<file path="src/rtl/ram32_pkg.sv">
// rtl/ram32_pkg.sv - shared constants and state encoding for the 32-deep RAM reader
package ram32_pkg;

    localparam int RAM_ADDR_W = 5;
    localparam int RAM_DEPTH  = 1 << RAM_ADDR_W;
    localparam int MAX_LEN    = RAM_DEPTH;

    typedef enum logic {
        ST_IDLE = 1'b0,
        ST_READ = 1'b1
    } rd_state_t;

endpackage

</file>
<file path="src/rtl/ram32_stream_reader.sv">
// rtl/ram32_stream_reader.sv - walks a 32-deep async-read RAM and streams words on valid/ready
module ram32_stream_reader
    import ram32_pkg::*;
#(
    parameter int DATA_W = 2,
    parameter int ADDR_W = RAM_ADDR_W
) (
    input  logic              clk,
    input  logic              reset,
    input  logic              start,
    input  logic [ADDR_W-1:0] start_addr,
    input  logic [ADDR_W:0]   length,
    input  logic              abort,
    output logic              busy,
    output logic              done,
    output logic [ADDR_W-1:0] ram_addr,
    input  logic [DATA_W-1:0] ram_data,
    output logic [DATA_W-1:0] out_data,
    output logic              out_valid,
    input  logic              out_ready,
    output logic              out_last
);

    localparam logic [ADDR_W:0] LEN_MAX = (ADDR_W + 1)'(MAX_LEN);

    rd_state_t         state, state_nxt;
    logic [ADDR_W-1:0] addr_q, addr_nxt;
    logic [ADDR_W:0]   remaining, remaining_nxt;
    logic [DATA_W-1:0] data_q, data_nxt;
    logic              valid_q, valid_nxt;
    logic              last_q, last_nxt;
    logic              done_q, done_nxt;
    logic              beat, load;

    assign beat = valid_q & out_ready;
    // The output register refills whenever it is empty or being drained this cycle.
    assign load = (state == ST_READ) && (remaining != '0) && (!valid_q || out_ready);

    always_comb begin
        state_nxt     = state;
        addr_nxt      = addr_q;
        remaining_nxt = remaining;
        data_nxt      = data_q;
        valid_nxt     = valid_q;
        last_nxt      = last_q;
        done_nxt      = 1'b0;
        case (state)
            ST_IDLE: begin
                if (start && (length != '0)) begin
                    addr_nxt      = start_addr;
                    remaining_nxt = (length > LEN_MAX) ? LEN_MAX : length;
                    state_nxt     = ST_READ;
                end
            end
            ST_READ: begin
                if (abort) begin
                    state_nxt     = ST_IDLE;
                    valid_nxt     = 1'b0;
                    last_nxt      = 1'b0;
                    remaining_nxt = '0;
                end else if (load) begin
                    data_nxt      = ram_data;
                    valid_nxt     = 1'b1;
                    last_nxt      = (remaining == (ADDR_W + 1)'(1));
                    addr_nxt      = addr_q + ADDR_W'(1);
                    remaining_nxt = remaining - (ADDR_W + 1)'(1);
                end else if ((remaining == '0) && beat) begin
                    valid_nxt = 1'b0;
                    last_nxt  = 1'b0;
                    done_nxt  = 1'b1;
                    state_nxt = ST_IDLE;
                end
            end
            default: state_nxt = ST_IDLE;
        endcase
    end

    always_ff @(posedge clk) begin
        if (reset) begin
            state     <= ST_IDLE;
            addr_q    <= '0;
            remaining <= '0;
            data_q    <= '0;
            valid_q   <= 1'b0;
            last_q    <= 1'b0;
            done_q    <= 1'b0;
        end else begin
            state     <= state_nxt;
            addr_q    <= addr_nxt;
            remaining <= remaining_nxt;
            data_q    <= data_nxt;
            valid_q   <= valid_nxt;
            last_q    <= last_nxt;
            done_q    <= done_nxt;
        end
    end

    assign busy      = (state != ST_IDLE);
    assign done      = done_q;
    assign ram_addr  = addr_q;
    assign out_data  = data_q;
    assign out_valid = valid_q;
    assign out_last  = last_q;

endmodule

</file>
<file path="config.mk">
export PLATFORM = sky130hd
export DESIGN_NAME = ram32_stream_reader
export DESIGN_NICKNAME = d
export VERILOG_FILES = /design/src/rtl/ram32_pkg.sv /design/src/rtl/ram32_stream_reader.sv
export SDC_FILE = /design/constraint.sdc
export NUM_CORES = 1
export LEC_CHECK = 0
export ABC_AREA = 1
export CORE_UTILIZATION = 51
export CTS_CLUSTER_DIAMETER = 80
export DETAILED_ROUTE_END_ITERATION = 10
export GPL_ROUTABILITY_DRIVEN = 0
export PLACE_DENSITY_LB_ADDON = 0.12
export REMOVE_ABC_BUFFERS = 1
export SKIP_LAST_GASP = 1
export SLEW_MARGIN = 20
export SYNTH_ARGS = -nofsm -noshare
export SYNTH_HDL_FRONTEND = slang
export SYNTH_SLANG_ARGS = --single-unit
</file>
<file path="constraint.sdc">
create_clock -name clk -period 2.2 [get_ports clk]
set_input_delay 0.22 -clock clk [delete_from_list [all_inputs] [get_ports clk]]
set_output_delay 0.22 -clock clk [all_outputs]
set_load 0.01 [all_outputs]
</file>
==> impl_metrics.yaml <==
layout:
  mostFrequentLayoutCells: "nand2_1 (39), clkdlybuf4s50_1 (28), nor2_1 (22)"
  design_area_sq_um: 1423
  area_delta_synth_final_pct: 30.54
  nFillCells: 164
  final_common_cell: "nand2_1"
  multiInputGateArea_sq_um: 674.4
  final_nets: 210
  diodes: 0
  seqCellArea_sq_um: 340.3
  drive_gt1_share_pct: 11.76
yosys:
  synth_area_sq_um: 1090
  yosysSeqAreaShare_pct: 31.23
  synth_cells: 156
  synth_edf_count: 0
  ys_warn_count: 0
  synthDistinctLibCells: 22
  avgSynthCellArea_sq_um: 6.986
  async_flop_share_pct: 0
  ys.flop_type: "dfxtp_1"
  ys_seq_elements: 17
critical_path:
  crit_chain: "clkdlybuf4s50_1"
  crit_path_start_kind: "flip-flop"
  crit_required_ns: 1.98
  slowest_delay_ns: 0.66
  crit_start: "busy"
  crit_family: "flip-flops"
  worstPathArrival_ns: 1.59
  cp_slowest_cell: "dfxtp_1"
  cp-end-kind: "primary output"
  reg2reg_from: "busy"
  crit_fanout: 11
  worstSetupPathType: "reg -> out"
  path_buf_inv: 1
sta:
  fin_crit_ns: 1.811
  fmax_mhz: 552.2
  relSlewSlack_pct: 65.27
  setup_slack_ns: 0.3891
  fin_crit_sh_pct: 82.31
  drv_slew: 0
  skew_ns: 0.003575
  setup_viol_count_final: 0
  rsz0062_at_grt: "no"
  worst_pin_slew_ns: 0.5203
  tns_ns: 0
  hold_violations: 0
pwr:
  power.leakage_nw: 0.5904
  power.density_nw_per_um2: 545.5
  irDropWorstVdd_mv: 0.3421
clock_tree:
  cts_setup_buffers: 0
  cts-hold-fix-buffers: 0
  clock_latency_ns: 0.30
  cts_sinks: 17
  clk_pin_slew_worst_paths_ns: 0.10
  clockBufferDepth: 2
  cts_tree: "built"
  root_buffer: "clkbuf_4"
  post_cts_resized: 0
  cts_buffers: 3
  h-tree-depth: 1
floorplanning:
  fp.dieH_um: 48.23
  pin_count: 29
  die_area_sq_um: 2326
  core-area_sq_um: 1982
  start_util_pct: 54.99
  die_width_um: 48.23
  rows: 16
routing:
  wl_per_cell_um: 11.90
  ant_nets: 0
  drt_wl_total_um: 2547
  route.detailed.drc: 0
  num_vias: 1083
  drtPass1Iterations: 4
  viasPerCell: 5.061
  dr.first_iter.drc_count: 19
hold_path:
  min_path_type: "reg -> reg"
  min-delay-start: "out_data[1]"
place:
  place_ws_ns: 0.6335
  placed_cell_area_sq_um: 1396
  dp_hpwl_um: 1986
  portBuffers: 28
global_route:
  overflow: 0
  grt_pass1_wl_um: 3912
  grt_max_degree: 12
  grt_pass1_vias: 946
  antenna_found_initial: 0
  grt_use_total_pct: 24.48
status:
  status: "finished, final reports clean"
run:
  cap_violations: 0
-- power by group --
group          internal (mW)  switching (mW)
logic                  0.112           0.132
clock network         0.0707           0.101
registers              0.331          0.0297
total                  0.514           0.262
-- area by class of cell --
type / count / share of cell area [%]
Tap cell: 27 / 2.375
Sequential cell: 17 / 23.92
Multi-Input combinational cell: 123 / 47.41
Timing Repair Buffer: 29 / 20.23
Inverter: 14 / 4.222
Clock buffer: 4 / 1.847
-- routing by layer --
layer | vias to the layer above | global-route usage [%] | part of all wire, %
li1 | 570 | - | -
met1 | 484 | 30.77 | 46
met2 | 24 | 41.87 | 50
met3 | 5 | 3.333 | 3.2
met4 | 0 | 10.00 | 1.6
met5 | - | 0 | 0
-- sequential cells by signal, indices dropped and copies added (netlist names) --
signal and flops:
remaining 6, ram_addr 5, out_data 2, busy 1
done 1, out_last 1, out_valid 1
-- metrics by stage --
stage / hold WS, ns / utilization (%) / total power [mW] / std cells
after floorplan: 0.2824 / - / 0.5118 / 154
after global placement: 0.4340 / 70.45 / 0.6003 / 210
after detailed placement: 0.4487 / 70.45 / 0.6100 / 210
after CTS: 0.4699 / 71.78 / 0.7826 / 214
after global routing: 0.4832 / 71.78 / 0.8184 / 214
final: 0.4611 / 71.78 / 0.7761 / 214
-- tightest hold or removal path, stage by stage (launching register included) --
cell and delay (ns):
dfxtp_1 0.33, inv_1 0.05, a21oi_1 0.05
-- cells in the mapped netlist, types with 2 or more instances --
cell type  count  area share [%]
nand2_4        4             4.1
nand2_1       39              13
nand3_1       17             7.8
a21oi_1       11             5.1
inv_1         13             4.5
or2_2          3             1.7
nand3_2        3             2.8
o21ai_0       10             4.6
xor2_1         2             1.6
a21oi_2        2             1.6
dfxtp_1       17              31
nor2_1        22             7.6
ha_1           4             4.6
-- final timing paths --
check	slack, ns	cells after the start	end
worst min register to register	0.46	2	out_data[1]
worst max register to register	0.63	7	ram_addr[2]
worst min-delay path	0.46	2	out_data[1]
worst max-delay path	0.39	1	busy
-- cells by family (layout without fill, tap and decap cells) --
logic type / Yosys count / in the layout / synth area share (%)
XOR/XNOR: 2 / 2 / 1.608
AND/OR/NAND/NOR: 93 / 93 / 42.94
buffers and inverters: 16 / 47 / 6.888
AO/OA/AOI/OAI: 24 / 24 / 12.74
flip-flops: 17 / 17 / 31.23
adder cells (fa/ha/maj): 4 / 4 / 4.593
Power figures use the tool's default switching activity.
